===== src/rtl/midi_pkg.sv =====
// Shared constants and parser state encoding for the MIDI note parser.
package midi_pkg;

  localparam logic [3:0] ST_NOTE_OFF = 4'h8;
  localparam logic [3:0] ST_NOTE_ON  = 4'h9;
  localparam logic [3:0] ST_CC       = 4'hB;
  localparam logic [3:0] SYS_PREFIX  = 4'hF;
  localparam logic [7:0] RT_MIN      = 8'hF8;

  localparam logic [6:0] CC_ALL_SOUND_OFF = 7'd120;
  localparam logic [6:0] CC_ALL_NOTES_OFF = 7'd123;

  typedef enum logic [1:0] {
    S_IDLE,
    S_SKIP,
    S_KEY,
    S_VEL
  } parser_state_t;

endpackage


===== src/rtl/midi_note_parser.sv =====
// Monophonic, last-note-priority MIDI parser: turns the UART byte stream into
// registered NOTE/VELOCITY/GATE plus a one-cycle strobe per accepted note-on.
module midi_note_parser
  import midi_pkg::*;
#(
  parameter int CHANNEL = 0,
  parameter bit OMNI    = 1'b0
) (
  input  logic       CLK,
  input  logic       RESET,
  input  logic [7:0] MIDI_DATA,
  input  logic       MIDI_VALID,
  output logic [7:0] NOTE,
  output logic [6:0] VELOCITY,
  output logic       GATE,
  output logic       NOTE_STB
);

  localparam logic [3:0] CHAN = 4'(CHANNEL);

  parser_state_t state;
  logic [3:0]    msg_type;
  logic [6:0]    key;

  logic       is_realtime;
  logic       is_status;
  logic [3:0] status_hi;
  logic       chan_ok;
  logic       type_ok;
  logic [6:0] data7;

  assign is_realtime = (MIDI_DATA >= RT_MIN);
  assign is_status   = MIDI_DATA[7];
  assign status_hi   = MIDI_DATA[7:4];
  assign data7       = MIDI_DATA[6:0];
  assign chan_ok     = OMNI || (MIDI_DATA[3:0] == CHAN);
  assign type_ok     = (status_hi == ST_NOTE_OFF) || (status_hi == ST_NOTE_ON) ||
                       (status_hi == ST_CC);

  // Real-time bytes are invisible to the parser so they can interleave freely.
  always_ff @(posedge CLK or negedge RESET) begin
    if (!RESET) begin
      state    <= S_IDLE;
      msg_type <= 4'h0;
      key      <= 7'd0;
      NOTE     <= 8'd0;
      VELOCITY <= 7'd0;
      GATE     <= 1'b0;
      NOTE_STB <= 1'b0;
    end else begin
      NOTE_STB <= 1'b0;
      if (MIDI_VALID && !is_realtime) begin
        if (is_status) begin
          if (status_hi != SYS_PREFIX && type_ok && chan_ok) begin
            msg_type <= status_hi;
            state    <= S_KEY;
          end else begin
            msg_type <= 4'h0;
            state    <= S_SKIP;
          end
        end else begin
          case (state)
            S_KEY: begin
              key   <= data7;
              state <= S_VEL;
            end
            S_VEL: begin
              state <= S_KEY;
              if (msg_type == ST_NOTE_ON && data7 != 7'd0) begin
                NOTE     <= {1'b0, key};
                VELOCITY <= data7;
                GATE     <= 1'b1;
                NOTE_STB <= 1'b1;
              end else if (msg_type == ST_NOTE_ON || msg_type == ST_NOTE_OFF) begin
                // Release keeps NOTE/VELOCITY so the decaying voice holds its pitch.
                if (GATE && ({1'b0, key} == NOTE))
                  GATE <= 1'b0;
              end else if (msg_type == ST_CC) begin
                if (key == CC_ALL_NOTES_OFF || key == CC_ALL_SOUND_OFF)
                  GATE <= 1'b0;
              end
            end
            default: ;
          endcase
        end
      end
    end
  end

endmodule


===== config.mk =====
export PLATFORM = sky130hd
export DESIGN_NAME = midi_note_parser
export DESIGN_NICKNAME = d
export VERILOG_FILES = /design/src/rtl/midi_pkg.sv /design/src/rtl/midi_note_parser.sv
export SDC_FILE = /design/constraint.sdc
export NUM_CORES = 1
export LEC_CHECK = 0
export BUFFER_PORTS_ARGS = -buffer_cell sky130_fd_sc_hd__buf_2
export CAP_MARGIN = 5
export CELL_PAD_IN_SITES_DETAIL_PLACEMENT = 1
export CELL_PAD_IN_SITES_GLOBAL_PLACEMENT = 1
export CORE_ASPECT_RATIO = 1.4
export CORE_MARGIN = 2
export CORE_UTILIZATION = 46
export DETAILED_ROUTE_END_ITERATION = 10
export PLACE_DENSITY = 0.88
export SLEW_MARGIN = 20
export SYNTH_ARGS = -nofsm -noshare
export SYNTH_HDL_FRONTEND = slang
export SYNTH_SLANG_ARGS = --single-unit

===== constraint.sdc =====
create_clock -name CLK -period 2.89 [get_ports CLK]
set_clock_uncertainty 0.2 [all_clocks]
set_input_delay 0.289 -clock CLK [delete_from_list [all_inputs] [get_ports CLK]]
set_output_delay 0.289 -clock CLK [all_outputs]
set_load 0.03 [all_outputs]

== After elaboration in Yosys (flattened, before gate mapping) ==
Cells that the tools add are included.
Storage, ports and cells
  register bits: 29
  latch bits: 0
  bits in writable memories: 0
  ROM bits: 0
  output and inout bits: 17
  logic and storage cells: 55
  memories: 0
Cells by class
  add/sub/neg operators: 0
  multiply operators: 0
  div/mod/pow operators: 0
  magnitude comparators: 1
  eq/ne operators: 13
  shift-type cells: 0
  mux-type cells: 13
  bitwise logic cells: 1
  reductions and logical operators: 20
Operator list (count)
  equality test 4 bit, second input constant: 6
  equality test 7 bit, second input constant: 2
  2-to-1 mux 1 bit: 9
  nonzero test 3 bit: 3
  greater-or-equal comparator 8 bit, second input constant: 1
  equality test 7 bit: 1
  nonzero test 7 bit: 1
  AND reduction 6 bit: 1
  logical AND 1 bit: 5
  equality test 2 bit, second input constant: 2
  zero test 4 bit: 1
  logical OR 1 bit: 4
  2-to-1 mux 2 bit: 2
  2-to-1 mux 4 bit: 1
  != test 4 bit, second input constant: 1
  one-hot mux 2 bit (2 select lines): 1
  AND reduction 2 bit: 2
  AND reduction 4 bit: 1
  != test 3 x 2 -> 1 bit, second input constant: 1
  AND reduction 3 bit: 1
  zero test 1 bit: 1
  NOT 1 bit: 1

== Longest topological paths before layout ==
  depth after elaboration: 7
  gate-level depth with buffers: 5
  depth with buffers taken out: 4

== Worst setup path after synthesis ==
No wires, ideal clock.
  path kind: input to register
  from: input MIDI_DATA[6]
  to: register NOTE[0]
  arrival time: 1449 ps
  required time: 2565 ps
  path slack: 1116 ps
  stages: 5
  buffers on the path: 1
  path through: nor3_1 nand2_1 o311ai_4 buf_8 mux2_4
On the way
  cells in the longest elaborated chain, start to end: 4
Ends and longest elaborated chain
  start: declaration: line midi_note_parser.sv:11  | input logic [7:0] MIDI_DATA,
  greater-or-equal comparator 8 bit: line midi_note_parser.sv:32  | assign is_realtime = (MIDI_DATA >= RT_MIN);
  zero test 1 bit: line midi_note_parser.sv:52  | if (MIDI_VALID && !is_realtime) begin
  logical AND 1 bit: line midi_note_parser.sv:52
  AND reduction 4 bit (no line) (*)
  end signal: assignment: line midi_note_parser.sv:70  | NOTE <= {1'b0, key};
  end: declaration: line midi_note_parser.sv:13  | output logic [7:0] NOTE,
Mark *: on every way between the ends. The rest lies on a longest branch, timed or not.
A chain may end at the register's enable or synchronous reset.

== Final worst setup path ==
  from: register msg_type[2]
  to: register NOTE[4]
On the way
  cells in the longest elaborated chain, start to end: 3
Ends and longest elaborated chain
  start: declaration: line midi_note_parser.sv:22  | logic [3:0] msg_type;
  start signal: assignment: line midi_note_parser.sv:55  | msg_type <= status_hi;
  equality test 4 bit: line midi_note_parser.sv:69  | if (msg_type == ST_NOTE_ON && data7 != 7'd0) begin
  logical AND 1 bit: line midi_note_parser.sv:69
  AND reduction 4 bit (no line)
Every way passes these cells.

==> results.yml <==
outcome:
  status: "completed"
timing:
  tightest_slew_ns: 0.645
  hold_viol_final: 0
  max_freq_mhz: 507
  rsz0062_at_grt: "false"
  relSlewSlack_pct: 57.0
  setup_viol: 0
  maxSlewViolCount: 0
  finalHoldWorstSlack_ns: 0.0760
  period_share_pct: 68.2
  period_needed_ns: 1.97
  final.setup.tns_ns: 0
detailed_routing:
  drc: 0
  dr.pass1.iters: 4
  wl_per_cell_um: 17.5
  wl_um: 2890
  postRouteAntennaNets: 0
  vias_per_cell: 5.22
  drt_iter0_markers: 6
  vias: 862
yosys:
  syn_area_sq_um: 1330
  synth.avg_cell_area_sq_um: 14.0
  synthDistinctLibCells: 28
  synth_area_leaders: "dfrtp_1, mux2_2, mux2_4, xor2_1, o311ai_4"
  synth_top_area_share_pct: 54.7
  syn_inst: 95
  seq_area_frac_synth_pct: 54.7
  ys_warn_count: 0
  synth-seq-cells: 29
  yosys.area.top_type: "dfrtp_1"
  synth_nets: 106
floorplan:
  dieArea_sq_um: 3340
  core_sq_um: 2820
  die_x_um: 49.4
  die_h_um: 67.6
  rows: 23
  start_util_pct: 47.1
  num_io_pins: 28
power:
  p_leak_nw: 0.883
  max-vdd-ir-drop_mv: 0.339
  clkPwrFrac_pct: 40.8
  p_sw_share_pct: 23.7
  p_switching_mw: 0.195
  power_density_nw_per_um2: 519
  power_mw: 0.823
  p_seq_share_pct: 52.5
  p_comb_share_pct: 6.7
  internal-power_mw: 0.628
critical_path:
  r2r_end: "NOTE[4]"
  rrSetupSlack_ns: 0.92
  cp.arrival_ns: 1.94
  r2r_cells: 5
  timing.rr.start: "msg_type[2]"
  critPathCapture: "NOTE[4]"
  critical_path_class: "reg2reg"
  required_ns: 2.86
  endpoint_kind: "register"
  crit_start: "msg_type[2]"
  critical_path.max_fanout: 10
  cp-start-kind: "register"
global_routing:
  grt_start_max_net_pins: 30
  overflow: 0
  antenna_found_initial: 0
  grt_pass1_wl_um: 4890
  grt_use_total_pct: 20.2
  grt_pass1_vias: 1005
cts:
  clk_latency_ns: 0.29
  clk_transition_reported_paths_ns: 0.06
  cts_buffer_depth: 2
  tritoncts: "built"
  cts_resized: 0
  cts_num_sinks: 29
  cts-htree-levels: 2
  cts_setup_buffers: 0
  ctsRootBufferMaster: "clkbuf_8"
  ctsHoldBuffers: 1
  cts_buffers: 5
layout:
  antenna_cells: 0
  multiInputGateArea_sq_um: 568
  utilization_pct: 56.2
  seqCellArea_sq_um: 726
  nNetsFinal: 139
  layout-drive-gt1-share_pct: 46.1
  nFillCells: 312
  final_cell_mix: "dfrtp_1, buf_2, mux2_2"
  layout-area-overhead-vs-synth_pct: 19.4
  mostFrequentLayoutCell: "dfrtp_1"
  fin_cells: 165
placed_design:
  port_buffers: 26
  dp.cells: 157
  gp_congestion: 0.803
run:
  maxCapViolations: 0
worst_hold_path:
  min_path_type: "in2reg"
==> how the worst min path moves through the flow <==
stage	start	end	slack, ns	depth (start not counted)
3_5_place_dp	RESET	NOTE_STB	0.15	1
5_1_grt	MIDI_DATA[0]	key[0]	0.09	2
3_3_place_gp	RESET	NOTE_STB	0.13	1
6_report	MIDI_DATA[1]	VELOCITY[1]	0.08	2
4_1_cts	MIDI_DATA[1]	VELOCITY[1]	0.07	2
2_1_floorplan	RESET	GATE	-0.21	0
==> registers in the layout, summed over array words and instances, names as in the netlist <==
| name | count |
|---|---|
| VELOCITY | 7 |
| NOTE | 7 |
| state | 2 |
| GATE | 1 |
| msg_type | 4 |
| key | 7 |
| NOTE_STB | 1 |
==> Yosys cell counts <==
master    count
nor4_1        2
a211oi_1      2
o311ai_4      1
nor3_2        2
nor2_1        2
nand2b_1      2
o41ai_1       1
dfrtp_1      29
o21ai_0       1
xnor2_1       1
nand3b_1      1
mux2_2       13
inv_1         3
a31o_2        1
conb_1        1
nand4_1       2
mux2_4        8
buf_8         1
and2_1        1
nor2b_1       2
nand2_1       2
xor2_1        7
nand3_1       2
a21o_1        2
nor3b_2       1
a22o_1        2
buf_4         1
nor3_1        2
==> critical path, stage by stage (launching register included) <==
cell	delay [ns]
dfrtp_1	0.37
nand2b_1	0.20
nor3b_2	0.27
o311ai_4	0.25
buf_4	0.25
mux2_4	0.30
==> cell families after synthesis <==
| group | share of synthesized area, % |
|---|---|
| AO/OA/AOI/OAI | 7.26 |
| buffers and inverters | 2.54 |
| multiplexers | 20.1 |
| other | 0.282 |
| flip-flops | 54.7 |
| XOR/XNOR | 5.28 |
| AND/OR/NAND/NOR | 9.90 |
==> power groups by stage <==
stage	combinational, mW	clock [mW]	sequential [mW]
3_5_place_dp	0.0545	0	0.439
6_report	0.0550	0.335	0.432
4_1_cts	0.0558	0.345	0.432
3_3_place_gp	0.0515	0	0.437
5_1_grt	0.0620	0.359	0.434
2_1_floorplan	0.0283	0	0.435
==> final cells by class <==
type | instances | share of cell area [%]
clock buffers | 7 | 5.45
repair buffers | 28 | 9.31
flip-flops and latches | 29 | 45.8
multi-input cells | 61 | 35.8
well taps | 37 | 2.92
inverters | 3 | 0.710
==> metrics by stage <==
stage / worst slack, ns / instance area (sq um)
global route: 0.770 / 1590
finish: 0.919 / 1590
CTS: 0.899 / 1590
detailed placement: 0.607 / 1490
floorplan: 1.12 / 1330
global placement: 0.720 / 1490
==> metal layers <==
metal,vias to the layer above,wire (um),global-route usage [%]
met5,-,0,0
met4,0,69,13.5
met3,6,76,3.32
met2,24,1600,35.8
met1,433,1150,22.4
li1,399,-,-
Power figures use the tool's default switching activity.
